`src/rtl/seq_mag_comp.sv`:
```
// seq_mag_comp: multi-cycle magnitude comparator.
// Operands are latched on start and scanned MSB-first, DIGIT bits per clock,
// stopping at the first differing digit. Signed compares are reduced to
// unsigned ones by flipping the sign bit of both latched operands.
module seq_mag_comp #(
  parameter int unsigned WIDTH = 16,
  parameter int unsigned DIGIT = 2
) (
  input  logic             clk,
  input  logic             rst,
  input  logic             start,
  input  logic [WIDTH-1:0] a,
  input  logic [WIDTH-1:0] b,
  input  logic             signed_mode,
  output logic             busy,
  output logic             done,
  output logic             agb,
  output logic             alb,
  output logic             aeb
);

  localparam int unsigned NDIG = WIDTH / DIGIT;
  localparam int unsigned IDXW = (NDIG > 1) ? $clog2(NDIG) : 1;
  localparam int unsigned SHW  = $clog2(WIDTH) + 1;

  // Reject illegal parameter combinations at elaboration
  if (WIDTH < 2) begin : g_bad_width
    $error("seq_mag_comp: WIDTH must be at least 2");
  end
  if (DIGIT == 0 || (WIDTH % DIGIT) != 0) begin : g_bad_digit
    $error("seq_mag_comp: WIDTH must be a non-zero multiple of DIGIT");
  end

  typedef enum logic [0:0] {
    S_IDLE = 1'b0,
    S_RUN  = 1'b1
  } state_t;

  state_t           r_state;
  logic [WIDTH-1:0] r_a;
  logic [WIDTH-1:0] r_b;
  logic [IDXW-1:0]  r_idx;
  logic             r_busy;
  logic             r_done;
  logic             r_agb;
  logic             r_alb;
  logic             r_aeb;

  logic [WIDTH-1:0] w_flip;
  logic [SHW-1:0]   w_shamt;
  logic [DIGIT-1:0] w_dig_a;
  logic [DIGIT-1:0] w_dig_b;
  logic             w_last;

  // Sign-bit mask applied at latch time for two's-complement compares
  assign w_flip  = {signed_mode, {(WIDTH-1){1'b0}}};

  // Select the current digit (idx 0 is the most significant one)
  assign w_shamt = SHW'(WIDTH - DIGIT) - SHW'(SHW'(r_idx) * SHW'(DIGIT));
  assign w_dig_a = DIGIT'(r_a >> w_shamt);
  assign w_dig_b = DIGIT'(r_b >> w_shamt);
  assign w_last  = (r_idx == IDXW'(NDIG - 1));

  // Control FSM, operand latches and registered result flags
  always_ff @(posedge clk) begin
    if (rst) begin
      r_state <= S_IDLE;
      r_a     <= '0;
      r_b     <= '0;
      r_idx   <= '0;
      r_busy  <= 1'b0;
      r_done  <= 1'b0;
      r_agb   <= 1'b0;
      r_alb   <= 1'b0;
      r_aeb   <= 1'b0;
    end else begin
      r_done <= 1'b0;
      case (r_state)
        S_IDLE: begin
          if (start) begin
            r_a     <= a ^ w_flip;
            r_b     <= b ^ w_flip;
            r_idx   <= '0;
            r_busy  <= 1'b1;
            r_state <= S_RUN;
          end
        end
        S_RUN: begin
          if (w_dig_a != w_dig_b) begin
            r_agb   <= (w_dig_a > w_dig_b);
            r_alb   <= (w_dig_a < w_dig_b);
            r_aeb   <= 1'b0;
            r_done  <= 1'b1;
            r_busy  <= 1'b0;
            r_state <= S_IDLE;
          end else if (w_last) begin
            r_agb   <= 1'b0;
            r_alb   <= 1'b0;
            r_aeb   <= 1'b1;
            r_done  <= 1'b1;
            r_busy  <= 1'b0;
            r_state <= S_IDLE;
          end else begin
            r_idx   <= r_idx + IDXW'(1);
          end
        end
        default: begin
          r_busy  <= 1'b0;
          r_state <= S_IDLE;
        end
      endcase
    end
  end

  assign busy = r_busy;
  assign done = r_done;
  assign agb  = r_agb;
  assign alb  = r_alb;
  assign aeb  = r_aeb;

endmodule

```
`config.mk`:
```
export PLATFORM = sky130hd
export DESIGN_NAME = seq_mag_comp
export DESIGN_NICKNAME = d
export VERILOG_FILES = /design/src/rtl/seq_mag_comp.sv
export SDC_FILE = /design/constraint.sdc
export NUM_CORES = 1
export LEC_CHECK = 0
export ABC_AREA = 1
export ABC_CLOCK_PERIOD_IN_PS = 2300
export BUFFER_PORTS_ARGS = -buffer_cell sky130_fd_sc_hd__buf_2
export CORE_AREA = 3 3 67 69
export CTS_BUF_LIST = sky130_fd_sc_hd__clkbuf_16
export DETAILED_ROUTE_END_ITERATION = 7
export DIE_AREA = 0 0 70 72
export GPL_ROUTABILITY_DRIVEN = 0
export PLACE_DENSITY = 0.72
export SYNTH_ARGS = -nofsm -noshare
export SYNTH_HDL_FRONTEND = slang
export SYNTH_SLANG_ARGS = --single-unit
```
`constraint.sdc`:
```
create_clock -name clk -period 2.3 [get_ports clk]
set_clock_uncertainty 0.2 [all_clocks]
set_input_delay 0.46 -clock clk [delete_from_list [all_inputs] [get_ports clk]]
set_output_delay 0.46 -clock clk [all_outputs]
set_load 0.01 [all_outputs]
```
==> results of run 1 <==
## area by class of cell
cell class / instances / area [um^2]
fill: 365 / 1650
multi-input combinational: 177 / 913
sequential: 41 / 823
timing repair buffer: 47 / 265
clock buffer: 5 / 125
inverter: 32 / 120
tap: 50 / 62.6
clock inverter: 3 / 13.8
## cells by family after synthesis
kind of cell / Yosys count / synth area share
flip-flops: 41 / 0.419
AO/OA/AOI/OAI: 66 / 0.211
AND/OR/NAND/NOR: 105 / 0.220
adder cells (fa/ha/maj): 4 / 0.0255
XOR/XNOR: 2 / 0.00894
buffers and inverters: 46 / 0.115
## cell usage after synthesis, drive strengths merged
cell type | instances | area (um^2)
o21ai | 34 | 174
nand2 | 53 | 209
ha | 4 | 50.1
dfxtp | 41 | 821
xnor2 | 2 | 17.5
nand3 | 20 | 100
nor2 | 32 | 123
o211a | 1 | 10.0
inv | 32 | 120
a21oi | 31 | 230
buf | 14 | 105
## registers in the layout, summed over array words and instances (netlist names)
register / cells
aeb: 1
done: 1
r_a: 16
r_idx: 3
busy: 1
agb: 1
r_b: 16
r_state: 1
alb: 1
## per-stage QoR
step | power [mW] | instances | worst slack, ns
2_1_floorplan | 1.20 | 264 | 0.404
3_3_place_gp | 1.31 | 347 | 0.166
3_5_place_dp | 1.32 | 347 | 0.171
4_1_cts | 1.98 | 355 | 0.140
5_1_grt | 2.09 | 355 | 0.0312
6_report | 1.96 | 355 | 0.236
## per-layer routing
layer / vias up / share of wire
met5: - / 0
met4: 0 / 0.018
met3: 7 / 0.057
met2: 43 / 0.42
met1: 736 / 0.50
li1: 929 / -
## power groups by stage
stage                     logic (mW)  clock network [mW]  registers [mW]
after floorplan                0.369                   0           0.832
after global placement         0.470                   0           0.837
after detailed placement       0.478                   0           0.837
after CTS                      0.484               0.669           0.824
after global routing           0.558               0.697           0.832
final                          0.479               0.657           0.825
## critical path, cell delays in order, from the launching register on
cell and delay, ns:
dfxtp_2 0.43, buf_12 0.16, nand2_1 0.06, nand3_1 0.09
nand2_1 0.06, nand2_1 0.05, nand2_1 0.05, ha_1 0.30
nand2_1 0.15, inv_1 0.11, nand2_2 0.13, nand3_1 0.08
a21oi_1 0.13
## layout by cell type (no fill, tap or decap), drive strengths merged
cell / instances
nor2: 32
o21ai: 34
nand2: 53
xnor2: 2
a21oi: 31
o211a: 1
dfxtp: 41
clkbuf: 5
buf: 47
ha: 4
nand3: 20
clkinv: 2
inv: 33
## worst min-delay path by stage
| stage | startpoint | end | slack (ns) | cells past startpoint |
|---|---|---|---|---|
| global route | rst | r_state | 0.23 | 2 |
| global placement | r_a[9] | r_a[9] | 0.25 | 2 |
| floorplan | r_a[8] | r_a[8] | 0.23 | 2 |
| CTS | rst | r_state | 0.22 | 2 |
| detailed placement | r_b[4] | r_b[4] | 0.25 | 2 |
| finish | rst | r_state | 0.22 | 2 |
==> impl_metrics.xml, run 1 <==
<?xml version="1.0" encoding="UTF-8"?>
<metrics>
  <group name="synth">
    <metric name="cell_area_synth" unit="um^2">1960</metric>
    <metric name="yosysWarnings" unit="">0</metric>
    <metric name="synth_sequential_area_ratio" unit="">0.419</metric>
    <metric name="synthesis.area_per_instance" unit="um^2">7.42</metric>
    <metric name="postSynthCellCount" unit="">264</metric>
    <metric name="synthesis.nets" unit="">304</metric>
    <metric name="yosysUniqueCellTypes" unit="">20</metric>
    <metric name="synth.ff_latch_count" unit="">41</metric>
  </group>
  <group name="timing">
    <metric name="timing.fmax" unit="GHz">0.485</metric>
    <metric name="slew_headroom" unit="">0.664</metric>
    <metric name="setup_viol" unit="">0</metric>
    <metric name="hold_ws" unit="ns">0.219</metric>
    <metric name="finalMaxSlewViolations" unit="">0</metric>
    <metric name="rsz0062_at_grt" unit="">false</metric>
    <metric name="period_needed" unit="ns">2.06</metric>
    <metric name="tns_setup" unit="ns">0</metric>
    <metric name="tightest_slew" unit="ns">0.504</metric>
    <metric name="final-hold-violation-count" unit="">0</metric>
    <metric name="tcrit_tclk_final" unit="">0.897</metric>
  </group>
  <group name="placed_design">
    <metric name="place_hpwl" unit="um">2810</metric>
    <metric name="dpl-instance-area" unit="um^2">2180</metric>
    <metric name="portBuffers" unit="">40</metric>
  </group>
  <group name="final_layout">
    <metric name="stdcell_area" unit="um^2">2320</metric>
    <metric name="final_layout_size_suffix_gt1_frac" unit="">0.275</metric>
    <metric name="postLayoutCoreUtil" unit="">0.585</metric>
    <metric name="nets" unit="">344</metric>
    <metric name="n_antenna_cell" unit="">0</metric>
    <metric name="areaGrowthSynthToFinish" unit="%">18.6</metric>
  </group>
  <group name="clock_network">
    <metric name="cts.repair_timing.setup_buffer_count" unit="">0</metric>
    <metric name="tritoncts.num_buffers" unit="">5</metric>
    <metric name="root_buffer" unit="">clkbuf_16</metric>
    <metric name="tritoncts_clock_tree" unit="">done</metric>
    <metric name="cts.hold.buffers_added" unit="">0</metric>
    <metric name="clk_latency" unit="ns">0.28</metric>
    <metric name="clkTransAtPathRegs" unit="ns">0.06</metric>
    <metric name="h_tree_levels" unit="">2</metric>
    <metric name="cts-root-to-sink-buffers" unit="">2</metric>
    <metric name="ctsResizeCount" unit="">0</metric>
    <metric name="cts_sinks" unit="">41</metric>
  </group>
  <group name="setup_path">
    <metric name="path_class" unit="">reg2reg</metric>
    <metric name="worst_setup_path_startpoint" unit="">r_idx[0]</metric>
    <metric name="regToRegStartpoint" unit="">r_idx[0]</metric>
    <metric name="critical_path_peak_fanout" unit="">14</metric>
    <metric name="reg2reg_slack" unit="ns">0.24</metric>
    <metric name="cp_data_required_time" unit="ns">2.31</metric>
    <metric name="reg2regPathDepth" unit="">12</metric>
    <metric name="timing.critical_path.from_type" unit="">register</metric>
    <metric name="endpoint_kind" unit="">register</metric>
    <metric name="worstSetupEndpoint" unit="">r_idx[2]</metric>
    <metric name="worst_r2r_endpoint" unit="">r_idx[2]</metric>
    <metric name="worst-endpoint-arrival" unit="ns">2.07</metric>
  </group>
  <group name="outcome">
    <metric name="outcome" unit="">complete, no violations</metric>
  </group>
  <group name="flow_run">
    <metric name="drv.max_cap_violation_count" unit="">0</metric>
  </group>
  <group name="detailed_routing">
    <metric name="vias" unit="">1715</metric>
    <metric name="drt-wirelength-per-cell" unit="um">11.3</metric>
    <metric name="dr.first_iter.drc_count" unit="">81</metric>
    <metric name="drtAntennaViolNets" unit="">0</metric>
    <metric name="vias_per_cell" unit="">4.83</metric>
    <metric name="drc" unit="">0</metric>
    <metric name="finalWirelength" unit="um">4010</metric>
    <metric name="drt_pass1_iterations" unit="">5</metric>
  </group>
  <group name="floorplan">
    <metric name="core_region_area" unit="um^2">3970</metric>
    <metric name="start_util" unit="">0.493</metric>
    <metric name="die_width" unit="um">70</metric>
    <metric name="die_h" unit="um">72</metric>
    <metric name="placement_rows" unit="">23</metric>
    <metric name="floorplan.die_area" unit="um^2">5040</metric>
    <metric name="design.portCount" unit="">41</metric>
  </group>
  <group name="global_route">
    <metric name="grt_pass1_wl" unit="um">6820</metric>
    <metric name="grt_use_total" unit="">0.170</metric>
    <metric name="number_of_antenna_violations_at_the_first_check_in_global_routing" unit="">0</metric>
    <metric name="use_met1" unit="">0.238</metric>
    <metric name="globalRouteMet2Util" unit="">0.251</metric>
    <metric name="overflow" unit="">0</metric>
    <metric name="gr-usage-met3" unit="">0.0429</metric>
    <metric name="grt_max_degree" unit="">41</metric>
    <metric name="gr-max-usage-layer" unit="">met2</metric>
    <metric name="grt_pass1_vias" unit="">1514</metric>
  </group>
  <group name="power">
    <metric name="power.leakage" unit="nW">1.07</metric>
    <metric name="total_net_switching_power" unit="mW">0.595</metric>
    <metric name="p_sw_frac" unit="">0.304</metric>
    <metric name="p_int" unit="mW">1.37</metric>
    <metric name="combPwrFrac" unit="">0.244</metric>
    <metric name="clkPwrFrac" unit="">0.335</metric>
    <metric name="vdd_ir_drop_max" unit="mV">0.316</metric>
    <metric name="power_per_cell_area" unit="nW/um^2">844</metric>
    <metric name="share_seq_of_total_power" unit="">0.421</metric>
  </group>
  <group name="worst_hold_path">
    <metric name="worst_hold_path_type" unit="">in2reg</metric>
  </group>
</metrics>
Power figures use the tool's default switching activity.
==> run 2, diff against run 1 <==
--- a/config.mk
+++ b/config.mk
@@ -8,12 +8,11 @@
 export ABC_AREA = 1
 export ABC_CLOCK_PERIOD_IN_PS = 2300
 export BUFFER_PORTS_ARGS = -buffer_cell sky130_fd_sc_hd__buf_2
-export CORE_AREA = 3 3 67 69
+export CORE_AREA = 3 3 83 85
 export CTS_BUF_LIST = sky130_fd_sc_hd__clkbuf_16
 export DETAILED_ROUTE_END_ITERATION = 7
-export DIE_AREA = 0 0 70 72
+export DIE_AREA = 0 0 86 88
 export GPL_ROUTABILITY_DRIVEN = 0
-export PLACE_DENSITY = 0.72
 export SYNTH_ARGS = -nofsm -noshare
 export SYNTH_HDL_FRONTEND = slang
 export SYNTH_SLANG_ARGS = --single-unit
==> impl_metrics.xml, run 2 (same netlist as run 1, synthesis figures left out) <==
<?xml version="1.0" encoding="UTF-8"?>
<metrics>
  <group name="outcome">
    <metric name="outcome" unit="">complete, no violations</metric>
  </group>
  <group name="floorplan">
    <metric name="design.portCount" unit="">41</metric>
    <metric name="floorplan.die_area" unit="um^2">7570</metric>
    <metric name="core_region_area" unit="um^2">6280</metric>
    <metric name="die_h" unit="um">88</metric>
    <metric name="placement_rows" unit="">29</metric>
    <metric name="start_util" unit="">0.312</metric>
    <metric name="die_width" unit="um">86</metric>
  </group>
  <group name="global_route">
    <metric name="grt_use_total" unit="">0.120</metric>
    <metric name="grt_max_degree" unit="">38</metric>
    <metric name="grt_pass1_wl" unit="um">7240</metric>
    <metric name="grt_pass1_vias" unit="">1658</metric>
    <metric name="number_of_antenna_violations_at_the_first_check_in_global_routing" unit="">0</metric>
    <metric name="overflow" unit="">0</metric>
  </group>
  <group name="setup_path">
    <metric name="critical_path.cell_chain" unit="">buf_4 -&gt; nand2_1 -&gt; nand3_1 -&gt; nand2_1 -&gt; nand2_1 -&gt; nand2_1 -&gt; ha_1 -&gt; nand2_1 -&gt; inv_1 -&gt; nand2_2 -&gt; nand3_1 -&gt; a21oi_1</metric>
    <metric name="timing.critical_path.from_type" unit="">register</metric>
    <metric name="endpoint_kind" unit="">register</metric>
    <metric name="worst-endpoint-arrival" unit="ns">2.09</metric>
    <metric name="cp_data_required_time" unit="ns">2.31</metric>
    <metric name="path_class" unit="">reg2reg</metric>
    <metric name="crit_slowest_cell" unit="">dfxtp_1</metric>
    <metric name="critical_path_peak_fanout" unit="">16</metric>
    <metric name="cpPeakStageDelay" unit="ns">0.36</metric>
    <metric name="cp_common_cell" unit="">nand2_1</metric>
  </group>
  <group name="final_layout">
    <metric name="top_regs" unit="">r_a: 16 flops, r_b: 16 flops, r_idx: 3 flops</metric>
    <metric name="fillerInstances" unit="">672</metric>
    <metric name="areaGrowthSynthToFinish" unit="%">18.6</metric>
    <metric name="final_layout_size_suffix_gt1_frac" unit="">0.263</metric>
    <metric name="nets" unit="">341</metric>
    <metric name="fin_cells" unit="">377</metric>
    <metric name="n_antenna_cell" unit="">0</metric>
    <metric name="layout_common_cells" unit="">nand2_1 (51), dfxtp_1 (40), buf_2 (40), nor2_1 (31), inv_1 (28)</metric>
    <metric name="most_common_cell_after_layout_fill_and_taps_aside" unit="">nand2_1</metric>
  </group>
  <group name="clock_network">
    <metric name="root_buffer" unit="">clkbuf_16</metric>
    <metric name="tritoncts_clock_tree" unit="">done</metric>
    <metric name="h_tree_levels" unit="">2</metric>
    <metric name="clk_latency" unit="ns">0.28</metric>
    <metric name="clkTransAtPathRegs" unit="ns">0.06</metric>
    <metric name="cts_sinks" unit="">41</metric>
    <metric name="cts-root-to-sink-buffers" unit="">2</metric>
    <metric name="cts.repair_timing.setup_buffer_count" unit="">0</metric>
    <metric name="tritoncts.num_buffers" unit="">5</metric>
  </group>
  <group name="timing">
    <metric name="rsz0062_at_grt" unit="">false</metric>
    <metric name="period_needed" unit="ns">2.08</metric>
    <metric name="tightest_slew" unit="ns">0.514</metric>
    <metric name="final-hold-violation-count" unit="">0</metric>
    <metric name="tcrit_tclk_final" unit="">0.906</metric>
    <metric name="finalMaxSlewViolations" unit="">0</metric>
    <metric name="hold_ws" unit="ns">0.231</metric>
    <metric name="tns_setup" unit="ns">0</metric>
    <metric name="setup_viol" unit="">0</metric>
    <metric name="slew_headroom" unit="">0.657</metric>
    <metric name="timing.fmax" unit="GHz">0.480</metric>
    <metric name="postLayoutSetupSlackWorst" unit="ns">0.216</metric>
  </group>
  <group name="detailed_routing">
    <metric name="vias" unit="">1699</metric>
    <metric name="vias_per_cell" unit="">4.51</metric>
    <metric name="drc" unit="">0</metric>
    <metric name="drt_pass1_iterations" unit="">4</metric>
    <metric name="drt-wirelength-per-cell" unit="um">11.3</metric>
    <metric name="drtAntennaViolNets" unit="">0</metric>
    <metric name="dr.first_iter.drc_count" unit="">127</metric>
    <metric name="finalWirelength" unit="um">4260</metric>
  </group>
  <group name="placed_design">
    <metric name="place_hpwl" unit="um">3090</metric>
    <metric name="portBuffers" unit="">40</metric>
    <metric name="dp_slack" unit="ns">0.225</metric>
    <metric name="numPlacedInstances" unit="">371</metric>
  </group>
  <group name="flow_run">
    <metric name="drv.max_cap_violation_count" unit="">0</metric>
  </group>
  <group name="power">
    <metric name="power_per_cell_area" unit="nW/um^2">831</metric>
    <metric name="power.leakage" unit="nW">1.05</metric>
    <metric name="vdd_ir_drop_max" unit="mV">0.395</metric>
  </group>
  <group name="worst_hold_path">
    <metric name="worst_hold_path_type" unit="">in2reg</metric>
  </group>
</metrics>
run 2: cell types whose count changed in the layout (fill, tap and decap cells not counted), sizes merged:
cell    delta
buf        -3
clkinv     -1
inv        -1
run 2: worst max-delay path, delay by kind of cell, from the launching register on:
family / cells / cell delay [ns]
compound gates: 1 / 0.13
flops: 1 / 0.36
fa+ha+maj: 1 / 0.30
simple gates: 8 / 0.70
buf+inv: 2 / 0.33
run 2: routing by layer:
layer	share of wire	vias up	wire length [um]	global-route usage
li1	-	912	-	-
met1	0.49	751	2070	0.152
met2	0.44	32	1890	0.190
met3	0.056	4	238	0.0386
met4	0.015	0	62	0.0475
met5	0	-	0	0
run 2: per-stage QoR:
stage	total power, mW	instance area (um^2)	util
after CTS	1.95	2320	0.370
after floorplan	1.20	1960	-
final	1.93	2320	0.370
after global routing	2.06	2320	0.370
after global placement	1.30	2190	0.349
after detailed placement	1.31	2190	0.349
run 2: layout make-up:
cell class              count  area (um^2)  area share
inverters                  32          120      0.0517
clock inverters             1         5.00     0.00215
multi-input cells         177          913       0.393
flip-flops and latches     41          822       0.354
clock buffers               5          125      0.0538
well taps                  77         96.3      0.0414
repair buffers             44          243       0.104
run 2: path summary, 6_finish.rpt:
kind | from | endpoint | slack (ns) | depth (start not counted)
max | r_idx[0] | r_idx[1] | 0.22 | 12
min | rst | r_state | 0.23 | 2
max reg2reg | r_idx[0] | r_idx[1] | 0.22 | 12
min reg2reg | r_b[5] | r_b[5] | 0.26 | 2
run 2: report_power, final:
part           leakage [nW]  switching, mW  internal (mW)
registers             0.340         0.0301          0.787
logic                 0.641          0.300          0.176
clock network        0.0655          0.252          0.387
run 2: repair_timing:
| item | 4_1_cts | 5_1_grt |
|---|---|---|
| resized for setup | 0 | 1 |
| hold buffers | 0 | 0 |
| endpoints found under the setup margin | 0 | 1 |
==> run 3, diff against run 2 <==
--- a/config.mk
+++ b/config.mk
@@ -13,6 +13,7 @@
 export DETAILED_ROUTE_END_ITERATION = 7
 export DIE_AREA = 0 0 86 88
 export GPL_ROUTABILITY_DRIVEN = 0
+export PLACE_DENSITY = 0.5
 export SYNTH_ARGS = -nofsm -noshare
 export SYNTH_HDL_FRONTEND = slang
 export SYNTH_SLANG_ARGS = --single-unit
==> impl_metrics.xml, run 3 (same netlist as run 1, synthesis figures left out) <==
<?xml version="1.0" encoding="UTF-8"?>
<metrics>
  <group name="timing">
    <metric name="timing.fmax" unit="GHz">0.484</metric>
    <metric name="tcrit_tclk_final" unit="">0.899</metric>
    <metric name="final-hold-violation-count" unit="">0</metric>
    <metric name="tns_setup" unit="ns">0</metric>
    <metric name="period_needed" unit="ns">2.07</metric>
    <metric name="finalMaxSlewViolations" unit="">0</metric>
    <metric name="tightest_slew" unit="ns">0.514</metric>
    <metric name="setup_viol" unit="">0</metric>
    <metric name="postLayoutSetupSlackWorst" unit="ns">0.233</metric>
    <metric name="rsz0062_at_grt" unit="">false</metric>
    <metric name="slew_headroom" unit="">0.657</metric>
  </group>
  <group name="placed_design">
    <metric name="dp_slack" unit="ns">0.262</metric>
    <metric name="numPlacedInstances" unit="">373</metric>
    <metric name="portBuffers" unit="">40</metric>
    <metric name="place_hpwl" unit="um">3180</metric>
  </group>
  <group name="setup_path">
    <metric name="worst-endpoint-arrival" unit="ns">2.04</metric>
    <metric name="reg2reg_slack" unit="ns">0.23</metric>
    <metric name="critical_path_peak_fanout" unit="">9</metric>
    <metric name="reg2regPathDepth" unit="">12</metric>
    <metric name="regToRegStartpoint" unit="">r_idx[0]</metric>
    <metric name="timing.critical_path.from_type" unit="">register</metric>
    <metric name="worst_setup_path_startpoint" unit="">r_idx[0]</metric>
    <metric name="path_class" unit="">reg2reg</metric>
    <metric name="endpoint_kind" unit="">register</metric>
    <metric name="cp_data_required_time" unit="ns">2.28</metric>
    <metric name="worst_r2r_endpoint" unit="">aeb</metric>
  </group>
  <group name="clock_network">
    <metric name="cts_sinks" unit="">41</metric>
    <metric name="cts.repair_timing.setup_buffer_count" unit="">0</metric>
    <metric name="cts.hold.buffers_added" unit="">0</metric>
    <metric name="tritoncts.num_buffers" unit="">5</metric>
    <metric name="tritoncts_clock_tree" unit="">done</metric>
    <metric name="ctsResizeCount" unit="">0</metric>
    <metric name="clk_latency" unit="ns">0.28</metric>
    <metric name="cts-root-to-sink-buffers" unit="">2</metric>
    <metric name="clkTransAtPathRegs" unit="ns">0.06</metric>
    <metric name="h_tree_levels" unit="">2</metric>
    <metric name="root_buffer" unit="">clkbuf_16</metric>
  </group>
  <group name="final_layout">
    <metric name="final_layout_size_suffix_gt1_frac" unit="">0.264</metric>
    <metric name="top_regs" unit="">r_a: 16 flops, r_b: 16 flops, r_idx: 3 flops</metric>
    <metric name="areaGrowthSynthToFinish" unit="%">19.5</metric>
    <metric name="layout_common_cells" unit="">nand2_1 (51), dfxtp_1 (41), buf_2 (40), nor2_1 (31), inv_1 (28)</metric>
    <metric name="n_antenna_cell" unit="">0</metric>
    <metric name="nets" unit="">343</metric>
    <metric name="fin_cells" unit="">380</metric>
    <metric name="most_common_cell_after_layout_fill_and_taps_aside" unit="">nand2_1</metric>
  </group>
  <group name="floorplan">
    <metric name="design.portCount" unit="">41</metric>
    <metric name="core_region_area" unit="um^2">6280</metric>
    <metric name="die_width" unit="um">86</metric>
    <metric name="start_util" unit="">0.312</metric>
    <metric name="placement_rows" unit="">29</metric>
    <metric name="floorplan.die_area" unit="um^2">7570</metric>
    <metric name="die_h" unit="um">88</metric>
  </group>
  <group name="outcome">
    <metric name="outcome" unit="">complete, no violations</metric>
  </group>
  <group name="global_route">
    <metric name="overflow" unit="">0</metric>
    <metric name="grt_pass1_wl" unit="um">7460</metric>
    <metric name="grt_pass1_vias" unit="">1638</metric>
    <metric name="grt_max_degree" unit="">38</metric>
    <metric name="number_of_antenna_violations_at_the_first_check_in_global_routing" unit="">0</metric>
    <metric name="grt_use_total" unit="">0.124</metric>
  </group>
  <group name="detailed_routing">
    <metric name="drtAntennaViolNets" unit="">0</metric>
    <metric name="vias_per_cell" unit="">4.45</metric>
    <metric name="drc" unit="">0</metric>
    <metric name="dr.first_iter.drc_count" unit="">69</metric>
    <metric name="drt_pass1_iterations" unit="">4</metric>
    <metric name="vias" unit="">1691</metric>
    <metric name="finalWirelength" unit="um">4370</metric>
    <metric name="drt-wirelength-per-cell" unit="um">11.5</metric>
  </group>
  <group name="power">
    <metric name="power.leakage" unit="nW">1.06</metric>
    <metric name="power_per_cell_area" unit="nW/um^2">833</metric>
    <metric name="vdd_ir_drop_max" unit="mV">0.362</metric>
  </group>
  <group name="worst_hold_path">
    <metric name="min_delay_path_depth" unit="">3</metric>
    <metric name="hold_path.startpoint" unit="">b[7]</metric>
    <metric name="worst_hold_path_type" unit="">in2reg</metric>
    <metric name="hold_path_end" unit="">r_b[7]</metric>
  </group>
  <group name="flow_run">
    <metric name="drv.max_cap_violation_count" unit="">0</metric>
  </group>
</metrics>
==> run 3: cell count changes in the layout (fill, tap and decap cells not counted) <==
cell and delta:
clkinv_2 -1, inv_2 +1, clkinv_1 +1, dfxtp_2 -1, dfxtp_1 +1, buf_4 +2
==> run 3: final cells by class <==
class | count | area, um^2
Inverter | 32 | 120
Fill cell | 703 | 3940
Clock buffer | 5 | 125
Sequential cell | 41 | 821
Clock inverter | 2 | 7.51
Tap cell | 77 | 96.3
Multi-Input combinational cell | 177 | 913
Timing Repair Buffer | 46 | 258
==> run 3: per-stage QoR <==
step	total power [mW]	cell area (um^2)	hold slack [ns]	utilization
4_1_cts	1.98	2340	0.229	0.373
5_1_grt	2.09	2340	0.241	0.373
6_report	1.95	2340	0.230	0.373
3_3_place_gp	1.31	2210	0.245	0.352
2_1_floorplan	1.20	1960	0.229	-
3_5_place_dp	1.32	2210	0.251	0.352
==> run 3: worst max-delay path by stage <==
stage | end | slack [ns] | cells past startpoint
final | aeb | 0.23 | 12
after detailed placement | r_idx[0] | 0.26 | 12
after floorplan | r_idx[0] | 0.40 | 12
after CTS | r_idx[0] | 0.22 | 12
after global routing | aeb | 0.0008 | 13
after global placement | aeb | 0.25 | 12
==> run 3: layer usage <==
layer	routed length, um	global-route usage	vias up
met1	2160	0.162	734
li1	-	-	922
met3	179	0.0273	5
met4	76	0.0518	0
met2	1960	0.197	30
met5	0	0	-
==> run 3: report_power, final <==
part | leakage (nW) | switching [mW] | internal, mW | total (mW)
Clock | 0.0685 | 0.262 | 0.388 | 0.650
Sequential | 0.339 | 0.0321 | 0.787 | 0.819
Combinational | 0.650 | 0.301 | 0.180 | 0.481
==> run 3: worst max-delay path, stage by stage, from the launching register on <==
cell and delay, ns:
dfxtp_1 0.38, buf_4 0.19, nor2_1 0.05, nor2_1 0.09, nand2_1 0.06, nand3_1 0.07, nand2_1 0.06, ha_1 0.30
nand2_1 0.13, o21ai_2 0.23, nor2_1 0.09, nand2_1 0.07, nand2_1 0.04
